$ cat src/rtl/io_glitch_filter_if.sv
// io_glitch_filter_if
//   Bundle of the filter's data/control inputs and conditioned outputs.
//   master : stimulus side (drives D, Threshold, Clr)
//   slave  : filter side (drives Qp, Qn, EdgeFlag, SpikeFlag, SpikeAny, SpikeCount)
interface io_glitch_filter_if #(
    parameter int CHANNELS    = 3,
    parameter int CNT_W       = 4,
    parameter int SPIKE_CNT_W = 8
);
    logic [CHANNELS-1:0]             D;
    logic [CNT_W-1:0]                Threshold;
    logic                            Clr;
    logic [CHANNELS-1:0]             Qp;
    logic [CHANNELS-1:0]             Qn;
    logic [CHANNELS-1:0]             EdgeFlag;
    logic [CHANNELS-1:0]             SpikeFlag;
    logic                            SpikeAny;
    logic [CHANNELS*SPIKE_CNT_W-1:0] SpikeCount;

    modport master (
        output D, Threshold, Clr,
        input  Qp, Qn, EdgeFlag, SpikeFlag, SpikeAny, SpikeCount
    );

    modport slave (
        input  D, Threshold, Clr,
        output Qp, Qn, EdgeFlag, SpikeFlag, SpikeAny, SpikeCount
    );
endinterface

$ cat src/rtl/io_glitch_filter.sv
// io_glitch_filter
//   Multi-channel input conditioner: per channel a synchronizer chain feeding a
//   persistence filter. The output flips only after Teff consecutive samples
//   that differ from it; an aborted run is reported as a spike and counted in a
//   saturating per-channel counter.
//   Ports:
//     Clk  - system clock, rising edge
//     Rst  - synchronous active-high reset
//     bus  - io_glitch_filter_if.slave (D, Threshold, Clr in; Qp, Qn,
//            EdgeFlag, SpikeFlag, SpikeAny, SpikeCount out)

// Per-channel synchronizer + persistence filter.
module io_glitch_filter_ch #(
    parameter int SYNC_STAGES = 2,
    parameter int CNT_W       = 4,
    parameter int SPIKE_CNT_W = 8
) (
    input  logic                   clk_i,
    input  logic                   rst_i,
    input  logic                   d_i,
    input  logic [CNT_W-1:0]       teff_i,
    input  logic                   clr_i,
    output logic                   qp_o,
    output logic                   edge_o,
    output logic                   spike_o,
    output logic                   spike_d_o,
    output logic [SPIKE_CNT_W-1:0] count_o
);
    logic [SYNC_STAGES-1:0] sync_q, sync_d;
    logic                   q_q, q_d;
    logic [CNT_W-1:0]       run_q, run_d;
    logic                   edge_q, edge_d;
    logic                   spike_q, spike_d;
    logic [SPIKE_CNT_W-1:0] cnt_q, cnt_d;
    logic                   s;
    logic [CNT_W:0]         run_inc;

    always_comb begin
        sync_d[0] = d_i;
        for (int i = 1; i < SYNC_STAGES; i++) sync_d[i] = sync_q[i-1];
    end

    assign s = sync_q[SYNC_STAGES-1];
    // One extra bit so run+1 can never wrap before the compare.
    assign run_inc = {1'b0, run_q} + (CNT_W+1)'(1);

    always_comb begin
        q_d     = q_q;
        run_d   = run_q;
        edge_d  = 1'b0;
        spike_d = 1'b0;
        cnt_d   = cnt_q;
        if (s != q_q) begin
            if (run_inc >= {1'b0, teff_i}) begin
                q_d    = s;
                run_d  = '0;
                edge_d = 1'b1;
            end else begin
                run_d = run_inc[CNT_W-1:0];
            end
        end else if (run_q != '0) begin
            // Input went back before the run completed: aborted transition.
            run_d   = '0;
            spike_d = 1'b1;
            if (cnt_q != '1) cnt_d = cnt_q + SPIKE_CNT_W'(1);
        end
        if (clr_i) cnt_d = '0;
    end

    always_ff @(posedge clk_i) begin
        if (rst_i) begin
            sync_q  <= '0;
            q_q     <= 1'b0;
            run_q   <= '0;
            edge_q  <= 1'b0;
            spike_q <= 1'b0;
            cnt_q   <= '0;
        end else begin
            sync_q  <= sync_d;
            q_q     <= q_d;
            run_q   <= run_d;
            edge_q  <= edge_d;
            spike_q <= spike_d;
            cnt_q   <= cnt_d;
        end
    end

    assign qp_o      = q_q;
    assign edge_o    = edge_q;
    assign spike_o   = spike_q;
    assign spike_d_o = spike_d;
    assign count_o   = cnt_q;
endmodule

module io_glitch_filter #(
    parameter int CHANNELS    = 3,
    parameter int SYNC_STAGES = 2,
    parameter int CNT_W       = 4,
    parameter int SPIKE_CNT_W = 8
) (
    input  logic              Clk,
    input  logic              Rst,
    io_glitch_filter_if.slave bus
);
    logic [CNT_W-1:0]                       teff;
    logic [CHANNELS-1:0]                    qp, edge_f, spike_f, spike_nxt;
    logic [CHANNELS-1:0][SPIKE_CNT_W-1:0]   cnt;
    logic                                   any_q;

    // Threshold 0 behaves as 1; taken live every cycle so changes apply mid-run.
    assign teff = (bus.Threshold == '0) ? CNT_W'(1) : bus.Threshold;

    for (genvar g = 0; g < CHANNELS; g++) begin : g_ch
        io_glitch_filter_ch #(
            .SYNC_STAGES (SYNC_STAGES),
            .CNT_W       (CNT_W),
            .SPIKE_CNT_W (SPIKE_CNT_W)
        ) u_ch (
            .clk_i     (Clk),
            .rst_i     (Rst),
            .d_i       (bus.D[g]),
            .teff_i    (teff),
            .clr_i     (bus.Clr),
            .qp_o      (qp[g]),
            .edge_o    (edge_f[g]),
            .spike_o   (spike_f[g]),
            .spike_d_o (spike_nxt[g]),
            .count_o   (cnt[g])
        );
    end

    // Registered from the per-channel next-state so it lines up with SpikeFlag.
    always_ff @(posedge Clk) begin
        if (Rst) any_q <= 1'b0;
        else     any_q <= |spike_nxt;
    end

    assign bus.Qp         = qp;
    assign bus.Qn         = ~qp;
    assign bus.EdgeFlag   = edge_f;
    assign bus.SpikeFlag  = spike_f;
    assign bus.SpikeAny   = any_q;
    assign bus.SpikeCount = cnt;
endmodule

$ cat src/flat_wrapper.sv
// flat-port wrapper written by rule: the top's interface ports become plain ports
module io_glitch_filter_flat 
#(
    parameter int CHANNELS    = 3,
    parameter int SYNC_STAGES = 2,
    parameter int CNT_W       = 4,
    parameter int SPIKE_CNT_W = 8
)
  (Clk, Rst, bus_D, bus_Threshold, bus_Clr, bus_Qp, bus_Qn, bus_EdgeFlag, bus_SpikeFlag, bus_SpikeAny, bus_SpikeCount);
  io_glitch_filter_if #(.CHANNELS(CHANNELS), .CNT_W(CNT_W), .SPIKE_CNT_W(SPIKE_CNT_W)) bus_i ();
  input  logic Clk;
  input  logic Rst;
  input wire logic [$bits(bus_i.D)-1:0] bus_D;
  input wire logic [$bits(bus_i.Threshold)-1:0] bus_Threshold;
  input wire logic [$bits(bus_i.Clr)-1:0] bus_Clr;
  output wire logic [$bits(bus_i.Qp)-1:0] bus_Qp;
  output wire logic [$bits(bus_i.Qn)-1:0] bus_Qn;
  output wire logic [$bits(bus_i.EdgeFlag)-1:0] bus_EdgeFlag;
  output wire logic [$bits(bus_i.SpikeFlag)-1:0] bus_SpikeFlag;
  output wire logic [$bits(bus_i.SpikeAny)-1:0] bus_SpikeAny;
  output wire logic [$bits(bus_i.SpikeCount)-1:0] bus_SpikeCount;
  assign bus_i.D = bus_D;
  assign bus_i.Threshold = bus_Threshold;
  assign bus_i.Clr = bus_Clr;
  assign bus_Qp = bus_i.Qp;
  assign bus_Qn = bus_i.Qn;
  assign bus_EdgeFlag = bus_i.EdgeFlag;
  assign bus_SpikeFlag = bus_i.SpikeFlag;
  assign bus_SpikeAny = bus_i.SpikeAny;
  assign bus_SpikeCount = bus_i.SpikeCount;
  io_glitch_filter #(.CHANNELS(CHANNELS), .SYNC_STAGES(SYNC_STAGES), .CNT_W(CNT_W), .SPIKE_CNT_W(SPIKE_CNT_W)) u_core (.Clk(Clk), .Rst(Rst), .bus(bus_i));
endmodule
$ cat config.mk
export PLATFORM = sky130hd
export DESIGN_NAME = io_glitch_filter_flat
export DESIGN_NICKNAME = d
export VERILOG_FILES = /design/src/rtl/io_glitch_filter_if.sv /design/src/rtl/io_glitch_filter.sv /design/src/flat_wrapper.sv
export SDC_FILE = /design/constraint.sdc
export NUM_CORES = 1
export LEC_CHECK = 0
export ABC_AREA = 1
export CAP_MARGIN = 15
export CORE_MARGIN = 5
export CORE_UTILIZATION = 45
export DETAILED_ROUTE_END_ITERATION = 12
export GPL_TIMING_DRIVEN = 0
export PLACE_DENSITY = 0.72
export SYNTH_ARGS = -nofsm -noshare
export SYNTH_HDL_FRONTEND = slang
export SYNTH_SLANG_ARGS = --single-unit
$ cat constraint.sdc
create_clock -name Clk -period 1.77 [get_ports Clk]
set_clock_uncertainty 0.05 [all_clocks]
set_input_delay 0.2655 -clock Clk [delete_from_list [all_inputs] [get_ports Clk]]
set_output_delay 0.2655 -clock Clk [all_outputs]
set_load 0.05 [all_outputs]
Word level (Yosys, flattened, before mapping)
Cells that the tools add are included.
{"block": "word_totals", "register_bits": 52, "in_bits": 10, "output_inout_bits": 37, "word_cells": 75}
{"block": "classes", "n_addsub": 6, "n_lt_le_gt_ge": 3, "eq_ne": 6, "muxes": 19, "bitwise": 4, "n_reduce_logical": 18}
{"cell": "two-way mux 4 bit", "n": 10}
{"cell": "adder 8 x 1 -> 8 bit, second input constant", "n": 3}
{"cell": "!= test 8 bit, second input constant", "n": 3}
{"cell": "adder 4 x 1 -> 5 bit, second input constant", "n": 3}
{"cell": "greater-or-equal comparator 5 x 4 -> 1 bit", "n": 3}
{"cell": "nonzero test 4 bit", "n": 3}
{"cell": "two-way mux 1 bit", "n": 9}
{"cell": "AND reduction 3 bit", "n": 3}
{"cell": "OR reduction 2 bit", "n": 4}
{"cell": "AND reduction 2 bit", "n": 3}
{"cell": "nonzero test 2 bit", "n": 3}
{"cell": "zero test 4 bit", "n": 1}
{"cell": "!= test 1 bit", "n": 3}
{"cell": "NOT 1 bit", "n": 3}
{"cell": "NOT 3 bit", "n": 1}
{"cell": "OR reduction 3 bit", "n": 1}

Longest topological paths before layout
Gate-level depths: netlist of run 1.
{"block": "logic_depth", "depth_word": 5, "ltp_mapped": 14, "depth_no_buf": 14}

Modules after synthesis
A second synthesis of run 1 with hierarchy kept.
{"block": "unflattened", "cells_unflattened": 420, "area_unflattened_um2": 2979.1}
{"mod": "io_glitch_filter_ch", "instances": 3, "cells_per_inst": 135, "area_per_inst_um2": 968.4, "seq_area_each_um2": 340.3}
{"mod": "io_glitch_filter", "instances": 1, "cells_per_inst": 15, "area_per_inst_um2": 73.8, "seq_area_each_um2": 20.0}

Least setup slack after synthesis of run 1
OpenSTA, ideal clock, no wires.
{"block": "synth_timing", "path_kind": "reg-to-reg", "startpoint": "register u_core.g_ch[2].u_ch.cnt_q[1]", "endpoint": "register u_core.g_ch[2].u_ch.cnt_q[2]", "setup_time_ns": 0.117, "arrival_time_ns": 1.684, "required_time_ns": 1.603, "setup_slack_ns": -0.081, "path_stages_with_launch": 9, "n_path_buf": 0, "synth_period_minus_slack_ns": 1.851, "path_cell_list": "dfxtp_1 > ha_1 > nand3_1 > nor2_1 > nand3_1 > nand3_4 > inv_2 > a21oi_1 > nor2_1"}
{"block": "synth_between", "elab_chain_len": 2, "elab_cells_between_ends": 3, "classes_between": "add/sub: 1; eq/ne: 1; reduce/logical: 1"}
{"element": "start, declared", "line": "io_glitch_filter.sv:34", "source": "logic [SPIKE_CNT_W-1:0] cnt_q, cnt_d;"}
{"element": "start signal, assigned", "line": "io_glitch_filter.sv:84", "source": "cnt_q <= cnt_d;"}
{"element": "parallel branches: the longest is 2 deep, another holds adder 8 x 1 -> 8 bit"}
Parallel ways; which one is timed is not known.
A chain may end at the register's enable or synchronous reset.

Worst setup path after layout of run 1
{"block": "layout_timing", "startpoint": "register u_core.g_ch[0].u_ch.run_q[0]", "endpoint": "register u_core.g_ch[0].u_ch.run_q[0]"}
{"block": "layout_between", "elab_chain_len": 4, "elab_cells_between_ends": 6, "classes_between": "add/sub: 1; order compare: 1; mux: 2; reduce/logical: 2"}
{"element": "start, declared", "line": "io_glitch_filter.sv:31", "source": "logic [CNT_W-1:0] run_q, run_d;"}
{"element": "start signal, assigned", "line": "io_glitch_filter.sv:81", "source": "run_q <= run_d;"}
{"element": "adder 4 x 1 -> 5 bit", "line": "io_glitch_filter.sv:45", "source": "assign run_inc = {1'b0, run_q} + (CNT_W+1)'(1);"}
{"element": "greater-or-equal comparator 5 x 4 -> 1 bit", "line": "io_glitch_filter.sv:54", "source": "if (run_inc >= {1'b0, teff_i}) begin"}
{"element": "two-way mux 4 bit", "line": "io_glitch_filter.sv:54"}
{"element": "two-way mux 4 bit", "line": "io_glitch_filter.sv:53", "source": "if (s != q_q) begin"}
Several ways; a longest one is shown, not always the timed one.

==> results.toml, run 1 <==
[layout]
seq_area_um2 = 1060
n_antenna_cell = 0
area_growth_syn_to_layout_pct = 27.5
design_area_um2 = 3590
drive_above_1_share_pct = 16.1
n_fill_cell = 568
multi_input_area_um2 = 1540
final_nets = 473

[global_route]
grt_max_degree = 18
antenna_found_initial = 0
grt_usage_pct = 15.5
grt_pass1_vias = 2358
overflow = 0
grt_pass1_wl_um = 9960

[critical_path]
slowest_stage = "dfxtp_4"
setup.worst_path.end_class = "flop"
path_cells = "ha_4, xor2_2, ha_1, nand3_1, nand3b_1, a21oi_4, nand2_1, a21oi_1"
start_kind = "flop"
slowest_delay_ns = 0.38
worstPathArrival_ns = 1.94
path_class = "reg2reg"
crit_fanout = 5
required_ns = 1.95

[timing]
whs_ns = 0.250
rsz0062_at_grt = "yes"
max_slew_margin_pct = 65.7
finalCriticalPeriod_ns = 1.76
finalHoldViolCount = 0
worst_pin_slew_ns = 0.514
period_share_pct = 99.2
worst_slack_ns = 0.0144
fmax_ghz = 0.570
slew_viol_final = 0
setup_viol = 0

[pwr]
switching_power_w = 0.000872
finalPower_w = 0.00276
p_clk_share_pct = 30.0
comb_power_share_pct = 24.2
pwr_density_cell_nw_per_um2 = 769
p_int_w = 0.00189
sequentialPowerShare_pct = 45.8
ir_drop_uv = 392
p_sw_share_pct = 31.6
cellLeakagePower_nw = 1.69

[detailed_routing]
routed.top_layer = "met4"
viasPerCell = 4.83
drt-met1-wl_um = 2750
wl_met2_um = 2750
drtPass1Iterations = 4
drtAntennaViolNets = 0
drtIter0Drc = 99
met3WireLength_um = 283
drc = 0
wl_per_cell_um = 11.1
dr_total_vias = 2524
routed_wl_um = 5830

[clock_network]
cts_tree = "built"
cts_buffers = 5
cts_buffer_depth = 2
cts_sinks = 52
htree_num_levels = 2
insertion_delay_ns = 0.30
clk_pin_slew_ns = 0.10
root_buffer = "clkbuf_8"

[die]
io_pins = 47
die_area_um2 = 7940
rows = 28
start_util_pct = 47.0
core_area_um2 = 5990
die_w_um = 89.1
die_h_um = 89.1

[synthesis]
postSynth.asyncResetShare_pct = 0
synth_edf_count = 0
synth_most_common_cell = "nand2_1"
syn_inst = 388
synth.area.top_cells = "dfxtp_1 37%, nand2_1 13%, inv_1 7.2%, ha_1 7.1%, nor2_1 5.7%"
ys_warn_count = 0
yosysTopAreaCellShare_pct = 37.0
ys_ff_latch = 52
synth_area_per_cell_um2 = 7.26
synth_ff_type = "dfxtp_1"
synth-seq-area-share_pct = 37.0
yosysUniqueCellTypes = 33
synthesis.area_um2 = 2820
synth.largest_area_cell = "dfxtp_1"
synth_commonest_cells = "95 x nand2_1, 54 x inv_1, 52 x dfxtp_1"
synth_nets = 414

[outcome]
status = "complete, no violations"

[job]
drv_cap = 0

[min_path]
worstHoldPathType = "in2reg"

[place]
place_ws_ns = -0.612
dpl_cell_area_um2 = 3360
dp_hpwl_um = 4330
port_buffers = 45
gp_congestion = 0.851
==> critical path: cells and delay by family, from the launching register on <==
family	cells	cell delay, ns
adders and majority gates	2	0.47
DFF	1	0.38
AOI/OAI and AO/OA	2	0.36
and+or+nand+nor	3	0.28
xor gates and xnor gates	1	0.15
==> cells in the final DEF (no fill, tap or decap), drive strengths merged <==
master / count
nand2: 98
inv: 59
dfxtp: 52
nor2: 48
dlygate4sd2: 36
a21oi: 26
nand3: 24
buf: 18
ha: 16
nand4: 12
o21ai: 10
nor3: 9
xnor2: 9
xor2: 9
clkbuf: 7
clkdlybuf4s50: 4
clkdlybuf4s15: 3
dlymetal6s2s: 2
a31o: 1
nand3b: 1
a31oi: 1
and3: 1
bufinv: 1
clkinvlp: 1
==> worst paths after layout <==
path | start | end | slack [ns] | cells past startpoint
hold / removal | Rst | u_core.g_ch[1].u_ch.run_q[1]$_SDFFE_PP0P_ | 0.25 | 2
setup reg to reg | u_core.g_ch[0].u_ch.run_q[0]$_SDFFE_PP0P_ | u_core.g_ch[0].u_ch.run_q[0]$_SDFFE_PP0P_ | 0.01 | 8
setup / recovery | u_core.g_ch[0].u_ch.run_q[0]$_SDFFE_PP0P_ | u_core.g_ch[0].u_ch.run_q[0]$_SDFFE_PP0P_ | 0.01 | 8
hold reg to reg | u_core.g_ch[1].u_ch.sync_q[0]$_SDFF_PP0_ | u_core.g_ch[1].u_ch.sync_q[1]$_SDFF_PP0_ | 0.36 | 2
==> layer usage <==
| metal | vias to the layer above | global-route usage [%] |
|---|---|---|
| met5 | - | 0 |
| met3 | 2 | 3.78 |
| met2 | 47 | 26.5 |
| met1 | 1142 | 19.1 |
| li1 | 1333 | - |
| met4 | 0 | 5.14 |
==> stage by stage <==
stage               setup TNS, ns  util, %  cells
global route               -0.318     59.9    523
finish                          0     59.9    523
floorplan                       0        -    388
detailed placement          -9.78     56.2    508
global placement            -9.47     56.2    508
CTS                             0     58.8    520
==> power groups by stage <==
| stage | registers [W] | logic [W] | clock network (W) |
|---|---|---|---|
| 2_1_floorplan | 0.00133 | 0.000426 | 0 |
| 3_3_place_gp | 0.00129 | 0.000623 | 0 |
| 5_1_grt | 0.00127 | 0.000745 | 0.000906 |
| 4_1_cts | 0.00127 | 0.000639 | 0.000864 |
| 3_5_place_dp | 0.00129 | 0.000633 | 0 |
| 6_report | 0.00126 | 0.000667 | 0.000828 |
==> final cells by class <==
class	count	share of cell area, %
buffer	13	2.55
timing repair buffer	52	12.9
multi-input combinational	265	42.9
inverter	58	6.21
clock buffer	5	1.92
clock inverter	3	1.29
tap	75	2.62
sequential	52	29.6
==> logic make-up (layout without fill, tap and decap cells) <==
family | after synthesis | after routing | share of synthesized area [%]
and+or+nand+nor | 193 | 193 | 30.8
buffers and inverters | 71 | 131 | 11.2
DFF | 52 | 52 | 37.0
AOI/OAI and AO/OA | 38 | 38 | 7.60
xor gates and xnor gates | 18 | 18 | 6.40
adders and majority gates | 16 | 16 | 7.11
==> sequential cells by signal, indices dropped and copies added (netlist names) <==
signal	flops
u_core.g_ch.u_ch.edge_o	3
u_core.g_ch.u_ch.count_o	24
u_core.bus.SpikeAny	1
u_core.g_ch.u_ch.sync_q	6
u_core.g_ch.u_ch.run_q	12
u_core.g_ch.u_ch.qp_o	3
u_core.g_ch.u_ch.spike_o	3
==> repair_timing <==
action / CTS / global route
buffers inserted: 4 / 3
pin swaps: 5 / 5
gates resized for setup: 57 / 14
hold buffers: 0 / 0
endpoints found under the setup margin: 54 / 19
(Power assumes the default switching activity.)
==> inputs of run 2 (changes only) <==
- CAP_MARGIN: 15 -> default
==> results of run 2 <==
No change in the layout: final DEF, timing and power equal those of run 1.
